--- src/rtl/sp_pe_stream.sv ---
// Streaming sparse-row x dense-column processing element: per-lane gather-multiply,
// adder-tree reduction, per-row accumulation and saturated output under valid/ready backpressure.
module sp_pe_stream #(
  parameter int DATA_WIDTH = 8,
  parameter int LANES      = 4,
  parameter int COL_DEPTH  = 8,
  parameter int ACC_WIDTH  = 24,
  parameter int FRAC_BITS  = 0
) (
  input  logic                                   clk,
  input  logic                                   rst_n,
  input  logic                                   in_valid_i,
  output logic                                   in_ready_o,
  input  logic [$clog2(LANES):0]                 nnz_i,
  input  logic                                   last_i,
  input  logic [LANES*$clog2(COL_DEPTH)-1:0]     col_idx_i,
  input  logic [LANES*DATA_WIDTH-1:0]            value_i,
  input  logic [COL_DEPTH*DATA_WIDTH-1:0]        weight_i,
  output logic                                   out_valid_o,
  input  logic                                   out_ready_i,
  output logic [DATA_WIDTH-1:0]                  result_o,
  output logic                                   sat_o,
  output logic                                   err_o
);

  localparam int CW = $clog2(COL_DEPTH);
  localparam int NW = $clog2(LANES) + 1;
  localparam int PW = 2 * DATA_WIDTH;
  localparam int SW = PW + $clog2(LANES);
  localparam int TW = 1 << CW;
  localparam logic [NW-1:0] LANES_N = NW'(LANES);
  localparam logic [CW:0]   DEPTH_C = (CW+1)'(COL_DEPTH);

  function automatic logic [ACC_WIDTH-1:0] acc_sat(input logic [ACC_WIDTH:0] s);
    return s[ACC_WIDTH] ? '1 : s[ACC_WIDTH-1:0];
  endfunction

  function automatic logic out_ovf(input logic [ACC_WIDTH-1:0] a);
    logic [ACC_WIDTH-1:0] sh;
    sh = a >> FRAC_BITS;
    return |(sh >> DATA_WIDTH);
  endfunction

  function automatic logic [DATA_WIDTH-1:0] out_sat(input logic [ACC_WIDTH-1:0] a);
    logic [ACC_WIDTH-1:0] sh;
    sh = a >> FRAC_BITS;
    return (|(sh >> DATA_WIDTH)) ? '1 : sh[DATA_WIDTH-1:0];
  endfunction

  // A held result freezes every stage, so ready depends only on the output register.
  logic stall, adv, fire;
  assign stall      = out_valid_o && !out_ready_i;
  assign adv        = !stall;
  assign in_ready_o = adv;
  assign fire       = in_valid_i && adv;

  // Weight column padded to a power of two so any index value selects a defined entry.
  logic [DATA_WIDTH-1:0] wtab [TW];
  for (genvar j = 0; j < TW; j++) begin : g_wtab
    if (j < COL_DEPTH) begin : g_real
      assign wtab[j] = weight_i[j*DATA_WIDTH +: DATA_WIDTH];
    end else begin : g_pad
      assign wtab[j] = '0;
    end
  end

  logic [NW-1:0]    nnz_eff;
  logic [PW-1:0]    prod [LANES];
  logic [LANES-1:0] bad;
  assign nnz_eff = (nnz_i > LANES_N) ? LANES_N : nnz_i;

  for (genvar k = 0; k < LANES; k++) begin : g_lane
    logic [CW-1:0]         col;
    logic [DATA_WIDTH-1:0] val;
    logic                  act, in_rng;
    assign col     = col_idx_i[k*CW +: CW];
    assign val     = value_i[k*DATA_WIDTH +: DATA_WIDTH];
    assign act     = NW'(k) < nnz_eff;
    assign in_rng  = {1'b0, col} < DEPTH_C;
    assign bad[k]  = act && !in_rng;
    assign prod[k] = (act && in_rng) ? PW'(val) * PW'(wtab[col]) : '0;
  end

  // ---- S1: lane products ----
  logic [PW-1:0] prod_p1 [LANES];
  logic          vld_p1, last_p1;

  always_ff @(posedge clk or negedge rst_n) begin
    if (!rst_n) begin
      vld_p1  <= 1'b0;
      last_p1 <= 1'b0;
      err_o   <= 1'b0;
    end else if (adv) begin
      vld_p1  <= fire;
      last_p1 <= last_i;
      if (fire && |bad) err_o <= 1'b1;
    end
  end

  always_ff @(posedge clk) begin
    if (adv) begin
      for (int k = 0; k < LANES; k++) prod_p1[k] <= prod[k];
    end
  end

  logic [SW-1:0] tree_sum;
  always_comb begin
    tree_sum = '0;
    for (int k = 0; k < LANES; k++) tree_sum = tree_sum + SW'(prod_p1[k]);
  end

  // ---- S2: exact partial sum ----
  logic [SW-1:0] psum_p2;
  logic          vld_p2, last_p2;

  always_ff @(posedge clk or negedge rst_n) begin
    if (!rst_n) begin
      vld_p2  <= 1'b0;
      last_p2 <= 1'b0;
    end else if (adv) begin
      vld_p2  <= vld_p1;
      last_p2 <= last_p1;
    end
  end

  always_ff @(posedge clk) begin
    if (adv) psum_p2 <= tree_sum;
  end

  // ---- S3: row accumulation; a closing beat hands the row total to the output stage ----
  logic [ACC_WIDTH-1:0] acc, acc_next, fin_p3;
  logic [ACC_WIDTH:0]   acc_wide;
  logic                 acc_ovf, row_sat, vld_p3, fin_sat_p3;
  assign acc_wide = {1'b0, acc} + (ACC_WIDTH+1)'(psum_p2);
  assign acc_next = acc_sat(acc_wide);
  assign acc_ovf  = acc_wide[ACC_WIDTH];

  always_ff @(posedge clk or negedge rst_n) begin
    if (!rst_n) begin
      acc     <= '0;
      row_sat <= 1'b0;
      vld_p3  <= 1'b0;
    end else if (adv) begin
      vld_p3 <= vld_p2 && last_p2;
      if (vld_p2) begin
        if (last_p2) begin
          acc     <= '0;
          row_sat <= 1'b0;
        end else begin
          acc     <= acc_next;
          row_sat <= row_sat | acc_ovf;
        end
      end
    end
  end

  always_ff @(posedge clk) begin
    if (adv && vld_p2 && last_p2) begin
      fin_p3     <= acc_next;
      fin_sat_p3 <= row_sat | acc_ovf;
    end
  end

  // ---- Output register: shift, clamp, hold until consumed ----
  always_ff @(posedge clk or negedge rst_n) begin
    if (!rst_n) begin
      out_valid_o <= 1'b0;
      result_o    <= '0;
      sat_o       <= 1'b0;
    end else if (adv && vld_p3) begin
      out_valid_o <= 1'b1;
      result_o    <= out_sat(fin_p3);
      sat_o       <= fin_sat_p3 | out_ovf(fin_p3);
    end else if (out_valid_o && out_ready_i) begin
      out_valid_o <= 1'b0;
    end
  end

endmodule

--- config.mk ---
export PLATFORM = sky130hd
export DESIGN_NAME = sp_pe_stream
export DESIGN_NICKNAME = d
export VERILOG_FILES = /design/src/rtl/sp_pe_stream.sv
export SDC_FILE = /design/constraint.sdc
export NUM_CORES = 1
export LEC_CHECK = 0
export ABC_AREA = 1
export BUFFER_PORTS_ARGS = -buffer_cell sky130_fd_sc_hd__buf_2
export CAP_MARGIN = 15
export CORE_UTILIZATION = 60
export CTS_CLUSTER_DIAMETER = 200
export DETAILED_ROUTE_END_ITERATION = 7
export PLACE_DENSITY_LB_ADDON = 0.15
export SLEW_MARGIN = 30
export SYNTH_ARGS = -nofsm -noshare
export SYNTH_HDL_FRONTEND = slang
export SYNTH_SLANG_ARGS = --single-unit
--- constraint.sdc ---
create_clock -name clk -period 3.7 [get_ports clk]
set_input_delay 0.185 -clock clk [delete_from_list [all_inputs] [get_ports clk]]
set_output_delay 0.185 -clock clk [all_outputs]
set_load 0.05 [all_outputs]
==> summary.txt <==
Critical path
  • Worst Reg2Reg Path Length in Cells: 9
  • CP Data Arrival Time: 4580 ps
  • Delay of the slowest critical-path stage: 510 ps
  • CP delay by family, top: adder cells
  • Kind of end point of the critical path: register
  • Type of the setup path with the least slack: in -> reg
  • Depth of the critical timing path with buffers and inverters included: 23
  • Worst setup SP type: primary input
  • Critical path required time: 3980 ps
  • Series of cell instances along the critical path: clkbuf_4, buf_12, a21oi_1, o21ai_0, nand2_1, nand2_1, nand2_2, inv_4, buf_4, nor2_4, fa_1, fa_1, fa_1, inv_1, fa_1, inv_2, ha_4, nand2_2, nand2_2, o21bai_4, a21o_1, or2_4, a21oi_2
  • Most used cell, CP: sky130_fd_sc_hd__fa_1
  • Count of buffer and inverter cells on the critical path: 6
  • Cell with the biggest individual delay on the critical path: sky130_fd_sc_hd__fa_1
  • Maximum fanout encountered on the critical timing path: 12

Power
  • Leakage Power: 13.01 nW
  • Areal power density over the cells: about 940 nW/µm²
  • Worst vdd rail ir drop: 0.8542 mV

Routing
  • DRC violations left: 0
  • Vias per cell: just under 6
  • Routed wire per std cell: 18.88 µm
  • Post-route antenna net violation count: 0
  • Drt total wl: about 63 mm
  • Vias: 19.46k
  • Count of TritonRoute iterations in the first routing pass: 7
  • Detailed Route Iter0 Violations: ~1.8k

CTS
  • Clock transition at the register clock pins on the worst setup and hold paths after CTS: 60 ps
  • Clock latency reported for the late side of the worst-skew pair: 440 ps
  • Count of H-tree levels built during CTS: 4
  • Master cell of the clock root buffer: sky130_fd_sc_hd__clkbuf_16
  • CTS sink cnt: 147
  • CTS buffer count: 17
  • TritonCTS clock tree: done
  • Bufs on Longest Clock Path: 2

Place
  • IO buf count: roughly 130
  • Detailed-placement wirelength estimate: 43.77 mm
  • Final estimated routing congestion in global placement: 0.9657

Run status
  • Violated checks: setup timing
  • Result of the run: complete, but fails checks

STA
  • PnR worst setup slack: -598.6 ps
  • Number of pins with negative max-slew slack in the final report: 0
  • Final Hold Violating Endpoints: 0
  • Measured slew at the worst slew-check pin: 951.7 ps
  • Tightest hold margin: 70.03 ps
  • Setup repair after global routing missed its margin: true
  • Min Clock Period, post-route: 4299 ps
  • Largest clock skew in the final design: approximately 9.3 ps
  • Final sum of negative setup slack: -14320 ps
  • Max Fclk: 0.2326 GHz
  • Slew Limit Headroom: 0.3632
  • Part of the cycle the worst path needs: 1.162
  • Final-report setup violation count: 39

Flow run
  • Reported max-cap violation count: 0

GRT
  • Antenna violations before repair: 1
  • Maximum number of pins on one net before global-route repair: 45
  • Wire length of the first global-routing pass: 93.11 mm
  • Total GRT Usage: 0.3762
  • Via count of the first global-routing pass: 18.89k
  • Total gr overflow: 0

Synth
  • Leading area contributor after synthesis: sky130_fd_sc_hd__fa_1
  • Post-synthesis register bit count: 147
  • Basic-gate share of the synthesized area counting and, or, nand and nor cells: 0.2372
  • Count of cell types in the netlist: 45
  • Sequential area share after synthesis: 0.2253
  • Multiplexer share of the synthesized area: 0
  • Synthesized netlist net count: 2939
  • Share of the synthesized area in compound gates (AO/OA/AOI/OAI): 0.1119
  • Post-synth EDFFs: around 110
  • Largest cells by area after synthesis: sky130_fd_sc_hd__fa_1 (19%), sky130_fd_sc_hd__edfxtp_1 (17%), sky130_fd_sc_hd__ha_1 (12%), sky130_fd_sc_hd__nand2_1 (12%), sky130_fd_sc_hd__inv_1 (8.9%)
  • Synth warnings: 0
  • Post-synthesis share of cell area spent on full adders, half adders and majority gates: 0.3092
  • Netlist Area Pre-Place: 18700 µm²
  • Mean instance size in the synthesized netlist: 7.581 µm²
  • Predominant post-synthesis flop cell: sky130_fd_sc_hd__edfxtp_1
  • Asr flop ratio synth: 0.2721
  • Largest family of logic cells by synthesized area: adder cells
  • Share of the synthesized area in the top cell type: 0.1895
  • Post-Synthesis Cells: 2467
  • XOR/XNOR Fraction of Synth Area: 0.01124

Floorplan
  • Overall die area: between 30000 and 40000 µm²
  • Number of top-level pins: 128
  • Die H: ~180 µm
  • Floorplan die width: approximately 180 µm
  • Floorplan core area: between 30000 and 40000 µm²
  • Initial standard-cell utilization of the core: 0.6114
  • Row cnt: 64

Finish
  • Most common cell after layout, fill and taps aside: sky130_fd_sc_hd__nand2_1
  • Area growth syn-to-layout: 37.56%
  • NumNets Final: roughly 3.4k
  • Ratio of cells with drive above 1 in the final layout: 0.3336
  • Highest-count cells in the layout ignoring fill and taps: sky130_fd_sc_hd__nand2_1 (496), sky130_fd_sc_hd__inv_1 (370), sky130_fd_sc_hd__buf_4 (305)
  • Number of fill cells in the layout: 1806

Worst hold path
  • Depth of the worst hold-timing path: 4
  • Min-delay worst type: in -> reg
-- final timing paths --
check,slack (ps),from,to
hold / removal,70,out_ready_i,vld_p1
hold reg to reg,490,vld_p1,vld_p1
max in group asynchronous,3030,rst_n,acc[15]
setup / recovery,-600,col_idx_i[7],prod_p1[2][10]
min in group asynchronous,270,rst_n,acc[23]
setup reg to reg,280,prod_p1[2][1],psum_p2[15]
-- stage by stage --
step | power (W) | util | std cells | cell area [µm²] | setup slack (ps)
detailed placement | 0.01843 | 0.7284 | 3228 | 22280 | -1038
finish | 0.02424 | 0.8410 | 3345 | 25730 | -598.6
floorplan | 0.01370 | - | 2467 | 19300 | -532.0
CTS | 0.02230 | 0.8056 | 3312 | 24640 | -380.0
global route | 0.02596 | 0.8409 | 3344 | 25720 | -677.3
global placement | 0.01795 | 0.7284 | 3228 | 22280 | -952.2
-- timing repair --
| item | in CTS | in global routing |
|---|---|---|
| buffers inserted | 40 | 29 |
| cloned | 13 | 6 |
| pin swaps | 170 | 159 |
| endpoints found under the hold margin | 42 | 0 |
| resized for setup | 314 | 224 |
| endpoints found under the setup margin | 41 | 43 |
| hold buffers | 3 | 0 |
-- per-layer routing --
layer / GRT usage / vias to the layer above / routed length, µm
li1: - / 8804 / -
met1: 0.4561 / 9234 / 23470
met2: 0.6620 / 1113 / 31400
met3: 0.05648 / 304 / 4895
met4: 0.1600 / 0 / 3393
met5: 0 / - / 0
-- state kept, by name, indices dropped and copies added, names as in the netlist --
name and count:
psum_p2 18, fin_sat_p3 1, prod_p1 64, vld_p2 1, vld_p1 1, vld_p3 1
result_o 8, row_sat 1, fin_p3 24, out_valid_o 1, acc 24, last_p1 1
sat_o 1, last_p2 1
-- cell usage after synthesis (13+ instances only) --
library cell and count:
sky130_fd_sc_hd__nand2_1 575, sky130_fd_sc_hd__dfrtp_1 40, sky130_fd_sc_hd__o211ai_1 65, sky130_fd_sc_hd__xor2_1 17, sky130_fd_sc_hd__inv_1 441, sky130_fd_sc_hd__nor2_1 321, sky130_fd_sc_hd__nand2_2 13, sky130_fd_sc_hd__clkbuf_1 33
sky130_fd_sc_hd__o21ai_0 122, sky130_fd_sc_hd__ha_1 179, sky130_fd_sc_hd__a21oi_1 156, sky130_fd_sc_hd__edfxtp_1 107, sky130_fd_sc_hd__inv_2 14, sky130_fd_sc_hd__nand3b_1 13, sky130_fd_sc_hd__nand3_1 73, sky130_fd_sc_hd__fa_1 177
-- kinds of logic (layout without fill, tap and decap cells) --
group,count (synthesis),in the layout
XOR/XNOR,24,24
buffers and inverters,512,992
AND/OR/NAND/NOR,1055,1055
flip-flops,147,147
other,1,3
adder cells (fa/ha/maj),356,356
AO/OA/AOI/OAI,372,372
-- final cells by class --
class / count / area (µm²) / area share
tap: 396 / 495.5 / 0.01926
sequential: 147 / 4214 / 0.1638
multi-input combinational: 1808 / 14350 / 0.5577
clock buffer: 18 / 429.2 / 0.01668
antenna: 2 / 5.005 / 0.0001945
clock inverter: 14 / 229.0 / 0.008900
inverter: 458 / 1768 / 0.06872
timing repair buffer: 502 / 4239 / 0.1648
-- worst reg2reg max path, stage by stage (launching register included) --
cell                       delay, ps
sky130_fd_sc_hd__edfxtp_1        420
sky130_fd_sc_hd__fa_1            500
sky130_fd_sc_hd__fa_1            530
sky130_fd_sc_hd__ha_1            180
sky130_fd_sc_hd__inv_1            70
sky130_fd_sc_hd__fa_1            420
sky130_fd_sc_hd__o21ai_1         240
sky130_fd_sc_hd__a21boi_0        250
sky130_fd_sc_hd__o21ai_0         400
sky130_fd_sc_hd__xor2_1          130
-- where the power goes --
part           internal [W]  switching (W)
sequential          0.00309       0.000495
combinational       0.00794         0.0108
clock               0.00121       0.000721
total                0.0122         0.0120
(Power assumes the default switching activity.)
